**src/rtl/mcu_image_loader_pkg.sv**
```systemverilog
// Shared types and constants for the MCU image loader.
package mcu_image_loader_pkg;

  typedef enum logic [2:0] {
    IDLE,
    COLLECT,
    CONV,
    WRITE,
    DONE
  } loader_state_t;

  localparam int LUMA_R     = 77;
  localparam int LUMA_G     = 150;
  localparam int LUMA_B     = 29;
  localparam int LUMA_SHIFT = 8;

endpackage

```
**src/rtl/mcu_image_loader_strobe_sync.sv**
```systemverilog
// Brings the asynchronous MCU byte strobe into clk and emits a one-cycle event
// on its synchronized rising edge, capturing the byte on that same edge.
module strobe_sync #(
  parameter int DATA_W = 8
) (
  input  logic              clk,
  input  logic              rst,
  input  logic              strobe,
  input  logic [DATA_W-1:0] data,
  output logic              evt,
  output logic [DATA_W-1:0] evt_data
);

  logic meta;
  logic sync;
  logic last;

  always_ff @(posedge clk or posedge rst) begin
    if (rst) begin
      meta <= 1'b0;
      sync <= 1'b0;
      last <= 1'b0;
      evt  <= 1'b0;
    end else begin
      meta <= strobe;
      sync <= meta;
      last <= sync;
      evt  <= sync & ~last;
    end
  end

  // Byte is sampled while the strobe is still guaranteed high.
  always_ff @(posedge clk) begin
    if (sync && !last) evt_data <= data;
  end

endmodule

```
**src/rtl/mcu_image_loader.sv**
```systemverilog
// MCU image loader: byte strobe in, one pixel per SRAM address out, raster order.
// Build option LOADER_GRAYSCALE_EN: three RGB bytes per pixel converted to luma.
module mcu_image_loader
  import mcu_image_loader_pkg::*;
#(
  parameter int IMAGEY           = 64,
  parameter int IMAGEX           = 64,
  parameter int IMAGE_SIZE       = IMAGEY * IMAGEX,
  parameter int IMAGE_ADDR_WIDTH = $clog2(IMAGE_SIZE),
  parameter int RGB_SIZE         = 8
) (
  input  logic                        clk,
  input  logic                        rst,
  input  logic                        arm,
  input  logic                        abort,
  input  logic                        mcu_strobe,
  input  logic [RGB_SIZE-1:0]         mcu_data,
  output logic                        mcu_busy,
  output logic                        sram_wren,
  output logic [IMAGE_ADDR_WIDTH-1:0] sram_addr,
  output logic [RGB_SIZE-1:0]         sram_wdata,
  output logic                        image_loaded,
  output logic                        err_stray
);

  localparam logic [IMAGE_ADDR_WIDTH-1:0] LAST_PIX = IMAGE_ADDR_WIDTH'(IMAGE_SIZE - 1);

  loader_state_t               state;
  logic [IMAGE_ADDR_WIDTH-1:0] pix_cnt;
  logic                        wren_q;
  logic                        evt;
  logic [RGB_SIZE-1:0]         evt_data;
  logic [RGB_SIZE-1:0]         pix_val;

  strobe_sync #(.DATA_W(RGB_SIZE)) u_sync (
    .clk      (clk),
    .rst      (rst),
    .strobe   (mcu_strobe),
    .data     (mcu_data),
    .evt      (evt),
    .evt_data (evt_data)
  );

`ifdef LOADER_GRAYSCALE_EN
  localparam int PROD_W = 2 * RGB_SIZE;

  logic [1:0]          chan_cnt;
  logic [RGB_SIZE-1:0] r_q;
  logic [RGB_SIZE-1:0] g_q;
  logic [RGB_SIZE-1:0] b_q;

  // Coefficients sum to 256, so the shifted sum always fits RGB_SIZE bits.
  function automatic logic [RGB_SIZE-1:0] luma(input logic [RGB_SIZE-1:0] r,
                                               input logic [RGB_SIZE-1:0] g,
                                               input logic [RGB_SIZE-1:0] b);
    logic [PROD_W-1:0] sum;
    sum = PROD_W'(r) * PROD_W'(LUMA_R) + PROD_W'(g) * PROD_W'(LUMA_G)
        + PROD_W'(b) * PROD_W'(LUMA_B);
    return RGB_SIZE'(sum >> LUMA_SHIFT);
  endfunction

  always_ff @(posedge clk) begin
    if (state == COLLECT && evt) begin
      case (chan_cnt)
        2'd0:    r_q <= evt_data;
        2'd1:    g_q <= evt_data;
        default: b_q <= evt_data;
      endcase
    end
  end

  assign pix_val = luma(r_q, g_q, b_q);
`else
  logic [RGB_SIZE-1:0] byte_q;

  always_ff @(posedge clk) begin
    if (state == COLLECT && evt) byte_q <= evt_data;
  end

  assign pix_val = byte_q;
`endif

  // An abort landing on the write cycle must not reach the SRAM.
  assign sram_wren = wren_q & ~abort;

  always_ff @(posedge clk or posedge rst) begin
    if (rst) begin
      state        <= IDLE;
      pix_cnt      <= '0;
      wren_q       <= 1'b0;
      sram_addr    <= '0;
      sram_wdata   <= '0;
      image_loaded <= 1'b0;
      err_stray    <= 1'b0;
      mcu_busy     <= 1'b0;
`ifdef LOADER_GRAYSCALE_EN
      chan_cnt     <= 2'd0;
`endif
    end else begin
      wren_q       <= 1'b0;
      image_loaded <= 1'b0;
      mcu_busy     <= 1'b1;
      if (abort) begin
        state   <= IDLE;
        pix_cnt <= '0;
`ifdef LOADER_GRAYSCALE_EN
        chan_cnt <= 2'd0;
`endif
      end else begin
        case (state)
          IDLE: begin
            if (arm) begin
              state     <= COLLECT;
              err_stray <= 1'b0;
              pix_cnt   <= '0;
              mcu_busy  <= 1'b0;
`ifdef LOADER_GRAYSCALE_EN
              chan_cnt  <= 2'd0;
`endif
            end else if (evt) begin
              err_stray <= 1'b1;
            end
          end
          COLLECT: begin
            mcu_busy <= 1'b0;
            if (evt) begin
`ifdef LOADER_GRAYSCALE_EN
              if (chan_cnt == 2'd2) begin
                chan_cnt <= 2'd0;
                state    <= CONV;
                mcu_busy <= 1'b1;
              end else begin
                chan_cnt <= chan_cnt + 2'd1;
              end
`else
              state    <= CONV;
              mcu_busy <= 1'b1;
`endif
            end
          end
          CONV: begin
            wren_q     <= 1'b1;
            sram_addr  <= pix_cnt;
            sram_wdata <= pix_val;
            state      <= WRITE;
          end
          WRITE: begin
            if (pix_cnt == LAST_PIX) begin
              state        <= DONE;
              image_loaded <= 1'b1;
            end else begin
              pix_cnt  <= pix_cnt + 1'b1;
              state    <= COLLECT;
              mcu_busy <= 1'b0;
            end
          end
          DONE: begin
            pix_cnt <= '0;
            state   <= IDLE;
          end
          default: state <= IDLE;
        endcase
      end
    end
  end

endmodule

```
**config.mk**
```make
export PLATFORM = sky130hd
export DESIGN_NAME = mcu_image_loader
export DESIGN_NICKNAME = d
export VERILOG_FILES = /design/src/rtl/mcu_image_loader_pkg.sv /design/src/rtl/mcu_image_loader_strobe_sync.sv /design/src/rtl/mcu_image_loader.sv
export SDC_FILE = /design/constraint.sdc
export NUM_CORES = 1
export LEC_CHECK = 0
export ABC_AREA = 1
export CAP_MARGIN = 20
export CORE_UTILIZATION = 57
export DETAILED_ROUTE_END_ITERATION = 10
export GPL_TIMING_DRIVEN = 0
export HOLD_SLACK_MARGIN = 0.06
export PLACE_DENSITY = 0.94
export SYNTH_ARGS = -nofsm -noshare
export SYNTH_HDL_FRONTEND = slang
export SYNTH_HIERARCHICAL = 1
export SYNTH_SLANG_ARGS = --single-unit
```
**constraint.sdc**
```tcl
create_clock -name clk -period 3.7 [get_ports clk]
set_clock_uncertainty 0.1 [all_clocks]
set_input_delay 0.74 -clock clk [delete_from_list [all_inputs] [get_ports clk]]
set_output_delay 0.74 -clock clk [all_outputs]
set_load 0.02 [all_outputs]
```
==> results.toml <==
[synth]
netlist_area_mm2 = 0.00252
synth_warnings = 6
synth_nets = 264
avgSynthCellArea_um2 = 10.1
synthCells = 250
ys_ff_latch = 59
yosysUniqueCellTypes = 27
ys_seq_area_frac = 0.619

[cells_and_area]
drive_above_1_share = 0.156
fin_nets = 311
stdcell_count = 352
diodes = 0
final_util = 0.765
area_growth_pct = 25.1

[outcome]
status = "complete, no violations"

[timing]
tns_ns = 0
worst_hold_slack_ns = 0.261
hold_viol = 0
fin_ws_ns = 0.744
clock.fmax_mhz = 338
post-route-period-util = 0.799
slew_headroom = 0.456
worst_pin_slew_ns = 0.815
rsz0062_at_grt = "no"
slew_violations = 0
finalSetupViolCount = 0
finalCriticalPeriod_ns = 2.96

[drt]
via_per_inst = 5.43
drt_iter0_drc = 213
drt_first_pass_iters = 5
ant_nets = 0
route.detailed.drc = 0
vias = 1913
postRouteWirelength_um = 4990
wl_per_cell_um = 14.2

[setup_path]
start_kind = "input port"
crit_path_start = "abort"
required_ns = 2.86
worst-setup-path-type = "in -> out"
reg2reg_from = "state[0]$_DFFE_PP0P_"
cp.arrival_ns = 2.12
end_kind = "primary output"
worstPathMaxFanout = 7

[placement]
gp_congestion = 0.941
io_buffer_count = 36
dp_hpwl_um = 3460
place_ws_ns = 0.741
dp.cells = 336

[global_routing]
grt_max_degree = 40
grt_pass1_vias = 1793
gr-total-overflow = 0
grtUsageTotal = 0.253
antenna_found_initial = 0
grt_pass1_wl_um = 8120

[floorplan]
fp.dieArea_mm2 = 0.00468
die_y_um = 68.4
die_x_um = 68.4
initial_core_util = 0.611
rows = 23
coreArea_mm2 = 0.00412
top_level_ports = 37

[clock_tree]
hold_buffers = 0
clk_path_buf_depth = 2
cts_tree = "done"
post_cts_resized = 0
cts_setup_buffers = 0
cts.sinks = 59
worstSkewPairLatency_ns = 0.34
clockRootBuffer = "clkbuf_8"
cts_inserted_buffers = 9
cts.clk_slew.worst_paths_ns = 0.06
h-tree-depth = 3

[power_and_ir_drop]
p_leak_nw = 1.36
power_density_mw_per_mm2 = 675
peakVddDrop_uv = 404

[hold_path]
hold_class = "reg -> reg"
min-delay-start = "u_sync/meta$_DFF_PP0_"

[job]
drv_cap = 0
[synthesized netlist by cell type]
| master | instances | share of area |
|---|---|---|
| nand2_1 | 74 | 0.11 |
| dfrtp_1 | 43 | 0.43 |
| inv_1 | 19 | 0.028 |
| o21ai_1 | 19 | 0.038 |
| edfxtp_1 | 16 | 0.19 |
| nand3_1 | 12 | 0.024 |
| nor2_1 | 12 | 0.018 |
| nand4_1 | 10 | 0.025 |
| inv_2 | 6 | 0.0090 |
| buf_2 | 5 | 0.0099 |
| o21ai_2 | 5 | 0.017 |
| nor2_2 | 4 | 0.0099 |
| nand2_2 | 3 | 0.0075 |
| nand3_2 | 3 | 0.012 |
| o21ai_0 | 3 | 0.0060 |
| clkinv_1 | 2 | 0.0030 |
| nand2_4 | 2 | 0.0090 |
| nor2_4 | 2 | 0.0090 |
| nor2_8 | 2 | 0.016 |
| a211oi_1 | 1 | 0.0030 |
| a21oi_1 | 1 | 0.0020 |
| ha_1 | 1 | 0.0050 |
| nand3_4 | 1 | 0.0070 |
| nor3_1 | 1 | 0.0020 |
| o2111ai_1 | 1 | 0.0035 |
| o32a_1 | 1 | 0.0040 |
| xor2_1 | 1 | 0.0035 |
[cell type report]
class | count | area, um2
clock inverters | 6 | 80.1
well taps | 50 | 62.6
inverters | 27 | 101
fillers | 272 | 968
multi-input cells | 159 | 833
flip-flops and latches | 59 | 1560
plain buffers | 5 | 25.0
clock buffers | 10 | 128
repair buffers | 36 | 360
[cells in the final DEF (no fill, tap or decap), drive strengths merged, types with 5 or more instances in the layout]
cell            n
nand2          79
dfrtp          43
clkdlybuf4s50  36
o21ai          27
inv            25
nor2           20
edfxtp         16
nand3          16
nand4          10
clkbuf         10
buf             5
clkinv          5
[logic make-up after synthesis]
family | after synthesis | share of synthesized area
compound gates | 31 | 0.0736
flops | 59 | 0.619
xor+xnor | 1 | 0.00348
buf+inv | 32 | 0.0502
simple gates | 126 | 0.249
fa+ha+maj | 1 | 0.00497
[registers in the layout, summed over array words and instances (netlist names)]
signal,flops
u_sync/sync,1
mcu_busy,1
err_stray,1
u_sync/meta,1
image_loaded,1
state,3
u_sync/last,1
u_sync/evt_data,8
pix_cnt,12
sram_wdata,8
u_sync/evt,1
sram_addr,12
byte_q,8
wren_q,1
[worst max-delay path, stage by stage]
cell,delay (ns)
clkdlybuf4s50_1,0.58
nor2_1,0.18
clkdlybuf4s50_1,0.61
[layer usage]
metal | GRT usage | vias to the layer above | routed length (um)
met4 | 0.148 | 0 | 96
met3 | 0.0717 | 10 | 293
met2 | 0.402 | 78 | 2560
met5 | 0 | - | 0
met1 | 0.304 | 911 | 2040
li1 | - | 914 | -
[final timing paths]
check / end / slack, ns / depth (start not counted)
min: u_sync/sync$_DFF_PP0_ / 0.26 / 0
max in group asynchronous: pix_cnt[11]$_DFFE_PP0P_ / 2.17 / 2
max: sram_wren / 0.74 / 3
min in group asynchronous: u_sync/sync$_DFF_PP0_ / 0.53 / 2
max reg2reg: byte_q[4]$_DFFE_PP_ / 1.93 / 4
min reg2reg: u_sync/sync$_DFF_PP0_ / 0.26 / 0
[per-stage QoR]
stage	cell area, um2	power [mW]
after floorplan	2520	1.23
after global placement	2940	1.49
after detailed placement	2940	1.52
after CTS	3150	2.14
after global routing	3150	2.23
final	3150	2.13
[power by group]
| part | switching (mW) | total, mW | internal (mW) | leakage [nW] |
|---|---|---|---|---|
| Sequential | 0.0733 | 0.873 | 0.799 | 0.717 |
| Combinational | 0.362 | 0.635 | 0.274 | 0.541 |
| Clock | 0.244 | 0.617 | 0.373 | 0.101 |
Power figures use the tool's default switching activity.
